--- config.mk ---
export PLATFORM = sky130hd
export DESIGN_NAME = muldiv_unit_flat
export DESIGN_NICKNAME = d
export VERILOG_FILES = /design/src/rtl/muldiv_if.sv /design/src/rtl/muldiv_unit.sv /design/src/flat_wrapper.sv
export SDC_FILE = /design/constraint.sdc
export NUM_CORES = 1
export LEC_CHECK = 0
export BUFFER_PORTS_ARGS = -buffer_cell sky130_fd_sc_hd__clkbuf_2
export CORE_AREA = 2 2 285 175
export DETAILED_ROUTE_END_ITERATION = 10
export DIE_AREA = 0 0 287 177
export PLACE_DENSITY = 0.49
export REMOVE_ABC_BUFFERS = 1
export SKIP_CTS_REPAIR_TIMING = 1
export SLEW_MARGIN = 25
export SYNTH_ARGS = -nofsm -noshare
export SYNTH_HDL_FRONTEND = slang
export SYNTH_SLANG_ARGS = --single-unit
--- constraint.sdc ---
create_clock -name clk -period 16.65 [get_ports clk]
set_clock_uncertainty 0.05 [all_clocks]
set_input_delay 4.1625 -clock clk [delete_from_list [all_inputs] [get_ports clk]]
set_output_delay 4.1625 -clock clk [all_outputs]
set_load 0.005 [all_outputs]
--- src/rtl/muldiv_if.sv ---
// Handshake bundle between the execute-stage controller and muldiv_unit.
// Carries the divzero flag only when MULDIV_DIVZERO_EN is defined.
interface muldiv_if #(
  parameter int WIDTH = 32
);
  logic             start;
  logic [1:0]       op;
  logic [WIDTH-1:0] a;
  logic [WIDTH-1:0] b;
  logic             mthi;
  logic             mtlo;
  logic [WIDTH-1:0] wd;
  logic             busy;
  logic             done;
  logic [WIDTH-1:0] hi;
  logic [WIDTH-1:0] lo;
`ifdef MULDIV_DIVZERO_EN
  logic             divzero;

  modport master (
    output start, op, a, b, mthi, mtlo, wd,
    input  busy, done, hi, lo, divzero
  );

  modport slave (
    input  start, op, a, b, mthi, mtlo, wd,
    output busy, done, hi, lo, divzero
  );
`else
  modport master (
    output start, op, a, b, mthi, mtlo, wd,
    input  busy, done, hi, lo
  );

  modport slave (
    input  start, op, a, b, mthi, mtlo, wd,
    output busy, done, hi, lo
  );
`endif
endinterface

--- src/rtl/muldiv_unit.sv ---
// Iterative MULT/MULTU/DIV/DIVU unit owning HI/LO: shift-add multiply, restoring divide.
// MULDIV_DIVZERO_EN: divide-by-zero finishes at E1 with divzero=1 and HI/LO untouched.
module muldiv_unit #(
  parameter int WIDTH = 32
) (
  input  logic     clk,
  input  logic     reset,
  muldiv_if.slave  bus
);
  localparam int CW = $clog2(WIDTH);

  typedef enum logic [1:0] {IDLE, RUN, FIX} state_t;

  state_t             state;
  logic [CW-1:0]      count;
  logic [2*WIDTH:0]   acc;
  logic [WIDTH-1:0]   operand;
  logic               is_div;
  logic               neg_lo;
  logic               neg_hi;
  logic [WIDTH-1:0]   hi_r;
  logic [WIDTH-1:0]   lo_r;
  logic               busy_r;
  logic               done_r;
`ifdef MULDIV_DIVZERO_EN
  logic               dz;
  logic               divzero_r;
`endif

  logic               sign_a;
  logic               sign_b;
  logic [WIDTH-1:0]   abs_a;
  logic [WIDTH-1:0]   abs_b;
  logic [WIDTH:0]     mul_sum;
  logic [WIDTH:0]     rem_sh;
  logic [WIDTH+1:0]   trial;
  logic [2*WIDTH:0]   acc_next;
  logic [2*WIDTH-1:0] result;

  always_comb begin
    sign_a = ~bus.op[0] & bus.a[WIDTH-1];
    sign_b = ~bus.op[0] & bus.b[WIDTH-1];
    abs_a  = sign_a ? -bus.a : bus.a;
    abs_b  = sign_b ? -bus.b : bus.b;
  end

  // The low half holds the multiplier (shifted out) or the dividend (quotient shifted in).
  always_comb begin
    mul_sum = acc[2*WIDTH:WIDTH] + {1'b0, operand};
    rem_sh  = {acc[2*WIDTH-1:WIDTH], acc[WIDTH-1]};
    trial   = {1'b0, rem_sh} - {2'b00, operand};
    if (is_div) begin
      acc_next = trial[WIDTH+1] ? {rem_sh, acc[WIDTH-2:0], 1'b0}
                                : {trial[WIDTH:0], acc[WIDTH-2:0], 1'b1};
    end else if (acc[0]) begin
      acc_next = {1'b0, mul_sum, acc[WIDTH-1:1]};
    end else begin
      acc_next = {1'b0, acc[2*WIDTH:WIDTH], acc[WIDTH-1:1]};
    end
  end

  // A product is negated as one double-width value; quotient and remainder separately.
  always_comb begin
    if (is_div) begin
      result = {neg_hi ? -acc[2*WIDTH-1:WIDTH] : acc[2*WIDTH-1:WIDTH],
                neg_lo ? -acc[WIDTH-1:0]       : acc[WIDTH-1:0]};
    end else begin
      result = neg_lo ? -acc[2*WIDTH-1:0] : acc[2*WIDTH-1:0];
    end
  end

  always_ff @(posedge clk or posedge reset) begin
    if (reset) begin
      state     <= IDLE;
      count     <= '0;
      acc       <= '0;
      operand   <= '0;
      is_div    <= 1'b0;
      neg_lo    <= 1'b0;
      neg_hi    <= 1'b0;
      hi_r      <= '0;
      lo_r      <= '0;
      busy_r    <= 1'b0;
      done_r    <= 1'b0;
`ifdef MULDIV_DIVZERO_EN
      dz        <= 1'b0;
      divzero_r <= 1'b0;
`endif
    end else begin
      done_r <= 1'b0;
`ifdef MULDIV_DIVZERO_EN
      divzero_r <= 1'b0;
`endif
      case (state)
        IDLE: begin
          if (bus.mthi) hi_r <= bus.wd;
          if (bus.mtlo) lo_r <= bus.wd;
          if (bus.start) begin
            is_div  <= bus.op[1];
            operand <= abs_b;
            acc     <= {{(WIDTH+1){1'b0}}, abs_a};
            // Divide-by-zero keeps an all-ones quotient, so its sign is never applied.
            neg_lo  <= (sign_a ^ sign_b) & (~bus.op[1] | (|bus.b));
            neg_hi  <= sign_a;
`ifdef MULDIV_DIVZERO_EN
            dz      <= bus.op[1] & ~(|bus.b);
`endif
            count   <= '0;
            busy_r  <= 1'b1;
            state   <= RUN;
          end
        end
        RUN: begin
`ifdef MULDIV_DIVZERO_EN
          if (dz) begin
            done_r    <= 1'b1;
            divzero_r <= 1'b1;
            busy_r    <= 1'b0;
            state     <= IDLE;
          end else begin
`else
          begin
`endif
            acc   <= acc_next;
            count <= count + 1'b1;
            if (count == CW'(WIDTH-1)) state <= FIX;
          end
        end
        FIX: begin
          {hi_r, lo_r} <= result;
          busy_r       <= 1'b0;
          done_r       <= 1'b1;
          state        <= IDLE;
        end
        default: state <= IDLE;
      endcase
    end
  end

  assign bus.busy    = busy_r;
  assign bus.done    = done_r;
  assign bus.hi      = hi_r;
  assign bus.lo      = lo_r;
`ifdef MULDIV_DIVZERO_EN
  assign bus.divzero = divzero_r;
`endif
endmodule
--- src/flat_wrapper.sv ---
// flat-port wrapper written by rule: the top's interface ports become plain ports
module muldiv_unit_flat 
#(
  parameter int WIDTH = 32
)
  (clk, reset, bus_start, bus_op, bus_a, bus_b, bus_mthi, bus_mtlo, bus_wd, bus_busy, bus_done, bus_hi, bus_lo);
  muldiv_if #(.WIDTH(WIDTH)) bus_i ();
  input  logic clk;
  input  logic reset;
  input wire logic [$bits(bus_i.start)-1:0] bus_start;
  input wire logic [$bits(bus_i.op)-1:0] bus_op;
  input wire logic [$bits(bus_i.a)-1:0] bus_a;
  input wire logic [$bits(bus_i.b)-1:0] bus_b;
  input wire logic [$bits(bus_i.mthi)-1:0] bus_mthi;
  input wire logic [$bits(bus_i.mtlo)-1:0] bus_mtlo;
  input wire logic [$bits(bus_i.wd)-1:0] bus_wd;
  output wire logic [$bits(bus_i.busy)-1:0] bus_busy;
  output wire logic [$bits(bus_i.done)-1:0] bus_done;
  output wire logic [$bits(bus_i.hi)-1:0] bus_hi;
  output wire logic [$bits(bus_i.lo)-1:0] bus_lo;
  assign bus_i.start = bus_start;
  assign bus_i.op = bus_op;
  assign bus_i.a = bus_a;
  assign bus_i.b = bus_b;
  assign bus_i.mthi = bus_mthi;
  assign bus_i.mtlo = bus_mtlo;
  assign bus_i.wd = bus_wd;
  assign bus_busy = bus_i.busy;
  assign bus_done = bus_i.done;
  assign bus_hi = bus_i.hi;
  assign bus_lo = bus_i.lo;
  muldiv_unit #(.WIDTH(WIDTH)) u_core (.clk(clk), .reset(reset), .bus(bus_i));
endmodule
==> results by group, run 1 <==
Yosys
  – Cell variety after synth: 70
  – Post-synth EDFFs: 0
  – Combinational family with the most area after synthesis: compound AO/OA/AOI/OAI gates
  – Main synth FF type: dfrtp_1
  – Async S/R FF share, synth: between 90% and 100%
  – Synth Area in Compound Gates: 24.6%
  – Synth warn: 0
  – Post-Synth Adder-Cell Area: about 6.4%
  – Post-synthesis average cell area: 7.72 um2
  – Cell Area, Synth: between 10000 and 15000 um2
  – Flops & latches, synth: between 150 and 200
  – Ranking of synthesized cells by area: dfrtp_1 30%, nand2_1 7.1%, o21ai_0 7.0%
  – Post-synthesis mux area share: 4.09%
  – Cell taking the most area after synthesis: dfrtp_1
  – Sequential fraction of the synthesis area: between 30% and 40%
  – Share of the synthesized area in the top cell type: roughly 30%
  – Area share of and/or/nand/nor cells after synthesis: roughly a fifth
  – Post-Syn Instances: roughly 1.9k
  – XOR/XNOR Fraction of Synth Area: roughly a tenth

Min path
  – Hold/Removal Path Class: register to register

Routing
  – Total wire length: 49700 um
  – Pre-antenna DRT Iters: 5
  – Routed len/inst: approximately 19 um
  – Routed via count: 13.8k
  – Routed Antenna Nets: 0
  – Residual DRC: 0
  – Detailed Route Iter0 Violations: 1227
  – Via-to-Cell Ratio: about 5.3

STA
  – Setup violations, final: 0
  – Max Fclk: about 150 MHz
  – Final worst setup slack: 9890 ps
  – Slew Limit Fails: 0
  – Max-slew headroom: 38.6%
  – RSZ-0062 raised after global routing: no
  – Min Clock Period, post-route: between 6000 and 7000 ps
  – Setup TNS: 0 ps
  – Worst Max-Slew Pin Slew: between 900 and 1000 ps
  – Fin crit share: between 40 and 50%
  – Final Hold Viols: 0

GRT
  – Vias in the first global route: roughly 13k
  – Wire length of the first global-routing pass: 77000 um
  – All-Layer GR Usage: between 10% and 20%
  – Largest net degree at the start of global routing: 75
  – GRT overflow: 0
  – Initial antenna violation count: 0

CTS
  – Clock Latency Late Sink: 460 ps
  – Clk slew on worst S/H paths: roughly 80 ps
  – H-tree lvl count: 4
  – Clock buffer depth: 2
  – CTS Sinks: 173
  – CTS tree: yes
  – TritonCTS Buffers: 17
  – CTS Root Cell: clkbuf_16

Die
  – CORE AREA: approximately 48000 um2
  – I/O pin count: roughly 170
  – Die span in x: around 290 um
  – Initial Util: 29.5%
  – Row count: 63
  – Die Span Y: ~180 um
  – Die area: 50800 um2

Pwr
  – PD cells: approximately 230 nW/um2
  – Static Leak: between 7 and 8 nW
  – Max IR drop VDD: approximately 0.000099 V

Placed design
  – Pre-CTS WS: ~9500 ps
  – Cell count after placement: approximately 2.6k
  – Placer congestion estimate: between 0.9 and 1
  – Post-DP HPWL: 37500 um
  – Port Buffers: 168

Cells and area
  – Final cell count without fillers: ~2.6k
  – Nets@finish: approximately 2.1k
  – Synthesis-to-finish area growth: 14.5%
  – Final core utilization: 33.8%
  – # diodes: 0
  – Share of cells above drive strength 1: 12.7%

Worst setup path
  – Critical-path cell list: clkbuf_2 > or4_1 > or3_1 > nor3_1 > nand2_1 > o21ai_0 > o21ai_0 > a21oi_1 > xor2_1 > o221ai_1
  – Crit start category: input pin
  – Req. time, crit path: 16930 ps
  – Crit Path Max Fanout: 3
  – CP dominant cell by count: o21ai_0
  – Critical Path AT: approximately 7000 ps
  – Crit path buffers/inverters: 1
  – Type of element capturing the critical path: register
  – Critical path's top delay family: simple AND/OR/NAND/NOR gates
  – Worst path max stage delay: ~570 ps
  – Critical path class: input pin to register
  – CP max-delay cell: or4_1

Run
  – Max-cap violation count: 0

Outcome
  – Status: finished, final reports clean
==> final timing paths <==
path                                              start                      endpoint  slack (ps)  cells after the start
setup reg to reg             u_core.acc[32]$_DFFE_PP0P_    u_core.acc[59]$_DFFE_PP0P_       12070                     14
max in group asynchronous                         reset    u_core.acc[64]$_DFFE_PP0P_       10830                      4
setup / recovery                               bus_a[9]    u_core.acc[30]$_DFFE_PP0P_        9890                     10
hold / removal             u_core.bus.lo[6]$_DFFE_PP0P_  u_core.bus.lo[6]$_DFFE_PP0P_         430                      2
hold reg to reg            u_core.bus.lo[6]$_DFFE_PP0P_  u_core.bus.lo[6]$_DFFE_PP0P_         430                      2
min in group asynchronous                         reset  u_core.bus.lo[3]$_DFFE_PP0P_        3720                      2
==> cell families after synthesis <==
kind of cell,Yosys count
adder cells (fa/ha/maj),72
multiplexers,58
AO/OA/AOI/OAI,578
AND/OR/NAND/NOR,617
XOR/XNOR,171
buffers and inverters,181
flip-flops,173
==> cell usage after synthesis (11+ instances only) <==
master	n
a211oi_1	15
a21o_1	27
a21oi_1	162
a31oi_1	16
buf_1	14
clkbuf_1	101
dfrtp_1	173
ha_1	70
inv_1	63
mux2i_1	55
nand2_1	271
nand2b_1	17
nand3_1	19
nand4_1	14
nor2_1	173
nor2b_1	11
nor3_1	42
nor4_1	14
o21ai_0	199
o21bai_1	11
o221ai_1	17
o31ai_1	52
xnor2_1	99
xor2_1	72
==> cell type report <==
class / count / area (um2)
multi-input combinational: 1496 / 9340
clock inverter: 12 / 184
timing repair buffer: 188 / 991
clock buffer: 20 / 447
tap: 650 / 813
fill: 5145 / 32000
inverter: 64 / 245
sequential: 173 / 4330
==> placed cells by master, fill, tap and decap left out, types with 5 or more instances in the layout <==
cell | Yosys | final
a21o_1 | 27 | 27
ha_1 | 70 | 70
nand2b_1 | 17 | 15
o221ai_1 | 17 | 17
o21a_1 | 8 | 8
o21bai_1 | 11 | 8
mux2i_1 | 55 | 55
xor2_1 | 72 | 72
a21boi_0 | 9 | 9
and2_1 | 8 | 8
nand2_1 | 271 | 270
clkbuf_2 | 0 | 168
o41ai_1 | 9 | 9
dfrtp_1 | 173 | 172
nand3_1 | 19 | 19
inv_1 | 63 | 62
a22oi_1 | 6 | 6
a211o_1 | 5 | 5
nand4_1 | 14 | 14
and3_1 | 7 | 7
nor2_1 | 173 | 173
a211oi_1 | 15 | 15
o211ai_1 | 8 | 8
clkinvlp_4 | 0 | 5
o21ai_0 | 199 | 199
or4_1 | 6 | 6
nor3_1 | 42 | 42
o31ai_1 | 52 | 52
buf_4 | 0 | 20
nor2b_1 | 11 | 9
nor4_1 | 14 | 14
or2_2 | 5 | 5
a31oi_1 | 16 | 16
or3_1 | 8 | 8
a21oi_1 | 162 | 161
xnor2_1 | 99 | 99
clkbuf_16 | 0 | 17
==> report_power, final <==
group	switching (mW)	internal (mW)	total, mW	leakage (nW)
sequential	0.305	0.626	0.930	2.12
clock	0.196	0.257	0.453	0.290
combinational	1.44	1.02	2.45	4.72
==> through the flow <==
step	power, mW	hold slack, ps	instance area [um2]
floorplan	2.62	399	13800
global placement	3.33	411	15700
detailed placement	3.35	415	15700
CTS	3.82	432	16300
global route	4.19	457	16400
finish	3.84	433	16400
==> routing by layer <==
metal	global-route usage [%]	vias to the layer above	wire, um
met5	0	-	0
met4	4.10	0	556
met2	27.7	408	20500
li1	-	6722	-
met1	29.9	6610	25500
met3	4.09	32	3230
==> worst reg2reg max path, cell delays in order (launching register included) <==
cell       delay [ps]
dfrtp_1           600
ha_1              290
inv_1              70
fa_1              370
nor2b_1           260
o2111ai_1         140
and3_1            250
o31ai_1           610
a21oi_1           140
buf_4             200
o21bai_1          460
a21oi_1           260
xnor2_1           200
a211o_1           310
a32o_1            250
==> state kept, by name, summed over array words and instances, names as in the netlist, 2 cells and up <==
name,flops
u_core.count,5
u_core.bus.hi,32
u_core.bus.lo,32
u_core.state,2
u_core.acc,65
u_core.operand,32
Note: power is estimated with default switching activity, not from simulation.
==> run 2, diff against run 1 <==
==> constraint.sdc (replaced) <==
create_clock -name clk -period 6.25 [get_ports clk]
set_clock_uncertainty 0.05 [all_clocks]
set_input_delay 1.5625 -clock clk [delete_from_list [all_inputs] [get_ports clk]]
set_output_delay 1.5625 -clock clk [all_outputs]
set_load 0.005 [all_outputs]
==> run 2 against run 1 <==
Effect of this change: via count down 0.17%; critical path depth up 4; critical endpoint is now u_core.acc[60]$_DFFE_PP0P_; critical path type is now register to register; count of clock-buffer cells in the layout down 2; largest cell class unchanged.
==> results by group, run 2 (synthesized netlist as in run 1, its figures left out) <==
Cells and area
  – Most flops, register: u_core.acc
  – Commonest non-fill, non-tap cell in the layout: nand2_1
  – Synthesis-to-finish area growth: 14.5%
  – Most frequent cells in the layout: 270 x nand2_1, 199 x o21ai_0, 173 x nor2_1
  – Final core utilization: approximately a third
  – Max FFs per register: 65
  – Nets@finish: roughly 2.1k
  – Share of cells above drive strength 1: approximately an eighth

STA
  – WHS: between 400 and 500 ps
  – Setup violations, final: 0
  – Worst Max-Slew Pin Slew: 985 ps
  – Max Fclk: ~230 MHz
  – Slew Limit Fails: 0
  – Min Clock Period, post-route: around 4300 ps
  – Final worst setup slack: between 1500 and 2000 ps
  – RSZ-0062 raised after global routing: no
  – Max-slew headroom: between 30% and 40%
  – Final Hold Viols: 0
  – Fin crit share: 68.9%

CTS
  – H-tree lvl count: 4
  – Clock Latency Late Sink: 470 ps
  – CTS Root Cell: clkbuf_16
  – Clk slew on worst S/H paths: around 70 ps
  – Clock buffer depth: 2
  – TritonCTS Buffers: 17
  – CTS tree: yes
  – CTS Sinks: about 170

Worst setup path
  – CP dominant cell by count: inv_1
  – Req. time, crit path: roughly 6600 ps
  – Worst path max stage delay: 720 ps
  – Reg2Reg Capture Point: u_core.acc[60]$_DFFE_PP0P_
  – Flop2flop setup slack: just under 2000 ps
  – Type of element capturing the critical path: register
  – Crit Path Max Fanout: 6
  – Critical-path cell list: inv_1 > ha_1 > inv_1 > fa_1 > a21o_1 > a221oi_1 > o21ba_2 > nor3_1 > or4b_2 > o211ai_1 > o21ai_0 > xor2_1 > mux2i_1 > a311oi_1
  – CP max-delay cell: or4b_2
  – Worst Reg-to-Reg Cells: 14
  – Critical Path AT: roughly 4600 ps
  – Critical R2R Launch: u_core.acc[31]$_DFFE_PP0P_
  – Critical path class: register to register
  – Crit start category: register

Routing
  – Pre-antenna DRT Iters: 6
  – Residual DRC: 0
  – Metal2 WL: ~20000 um
  – Detailed Route Iter0 Violations: between 1k and 1.5k
  – Highest Signal Layer: met4
  – Routed met3 length: approximately 3100 um
  – Via-to-Cell Ratio: ~5.3
  – Routed Antenna Nets: 0
  – Wl on met1: 25600 um
  – Total wire length: a little under 50000 um
  – Routed via count: 13.7k
  – Routed len/inst: between 15 and 20 um

Pwr
  – Comb pwr share: between 60% and 70%
  – Clk network pwr share: between 10 and 15%
  – Register share of total power: 24.3%
  – Switching Power: about 5.2 mW
  – Design Power: about 10 mW
  – Int Pwr: between 5 and 6 mW
  – Sw Ratio: 50.8%
  – PD cells: between 600 and 700 nW/um2
  – Static Leak: roughly 7.2 nW
  – Max IR drop VDD: between 0.0002 and 0.0003 V

GRT
  – Initial antenna violation count: 2
  – Largest net degree at the start of global routing: approximately 110
  – Vias in the first global route: about 13k
  – Wire length of the first global-routing pass: 77300 um
  – All-Layer GR Usage: 19.5%
  – GRT overflow: 0

Min path
  – Hold_sp: u_core.bus.lo[4]$_DFFE_PP0P_
  – Hold/Removal Path Class: register to register
  – Endpoint, Worst Hold: u_core.bus.lo[4]$_DFFE_PP0P_
  – Hold depth: 2

Die
  – Die Span Y: 177 um
  – I/O pin count: 169
  – CORE AREA: between 40000 and 50000 um2
  – Die span in x: about 290 um
  – Row count: 63
  – Initial Util: between 20 and 30%
  – Die area: a little over 50000 um2

Run
  – Max-cap violation count: 0

Placed design
  – Post-DP HPWL: about 37000 um
  – Pre-CTS WS: 1660 ps
  – Port Buffers: roughly 170
  – Placer congestion estimate: about 0.92

Outcome
  – Status: finished, final reports clean
run 2: changes by cell type in the layout (fill, tap and decap cells not counted):
| cell | before | now |
|---|---|---|
| clkinv_4 | 0 | 5 |
| clkinvlp_4 | 5 | 2 |
| buf_12 | 0 | 1 |
| bufinv_16 | 4 | 3 |
| clkbuf_1 | 2 | 1 |
| clkbuf_8 | 1 | 0 |
| diode_2 | 0 | 1 |
| inv_8 | 0 | 1 |
run 2: worst max-delay path, delay by kind of cell (launching register included):
kind | cells | cell delay [ps]
XOR/XNOR | 1 | 160
buffers and inverters | 2 | 290
AO/OA/AOI/OAI | 6 | 1690
adder cells (fa/ha/maj) | 2 | 640
AND/OR/NAND/NOR | 2 | 790
multiplexers | 1 | 90
flip-flops | 1 | 480
run 2: area by class of cell:
cell class                 instances  area [um2]
fill                            5209       32000
multi-input combinational       1496        9340
clock inverter                    14         186
inverter                          64         245
sequential                       173        4330
antenna                            1        2.50
timing repair buffer             189        1010
tap                              650         813
clock buffer                      18         429
run 2: power by group through the flow:
stage / registers, mW / clock network (mW) / logic [mW]
3_3_place_gp: 2.49 / 0 / 6.42
4_1_cts: 2.48 / 1.20 / 6.49
3_5_place_dp: 2.50 / 0 / 6.45
2_1_floorplan: 2.29 / 0 / 4.69
5_1_grt: 2.57 / 1.25 / 7.32
6_report: 2.49 / 1.17 / 6.56
run 2: metal layers:
layer | GRT usage, % | vias up
li1 | - | 6721
met1 | 30.1 | 6572
met2 | 27.2 | 416
met3 | 4.09 | 39
met4 | 4.08 | 0
met5 | 0 | -
run 2: through the flow:
stage | cell area (um2) | cells | setup TNS (ps)
2_1_floorplan | 13800 | 1733 | -19600
6_report | 16400 | 2605 | 0
4_1_cts | 16300 | 2604 | 0
3_5_place_dp | 15700 | 2572 | 0
5_1_grt | 16400 | 2604 | 0
3_3_place_gp | 15700 | 2572 | 0
run 2: worst max path at each step:
| stage | from | cells after the start | to | slack, ps |
|---|---|---|---|---|
| final | u_core.acc[31]$_DFFE_PP0P_ | 14 | u_core.acc[60]$_DFFE_PP0P_ | 1950 |
| after global routing | u_core.acc[32]$_DFFE_PP0P_ | 14 | u_core.acc[59]$_DFFE_PP0P_ | 1680 |
| after CTS | u_core.acc[32]$_DFFE_PP0P_ | 14 | u_core.acc[59]$_DFFE_PP0P_ | 2000 |
| after detailed placement | bus_a[9] | 10 | u_core.acc[30]$_DFFE_PP0P_ | 1660 |
| after global placement | bus_a[9] | 10 | u_core.acc[30]$_DFFE_PP0P_ | 1700 |
| after floorplan | bus_start | 3 | u_core.neg_hi$_DFFE_PP0P_ | -300 |
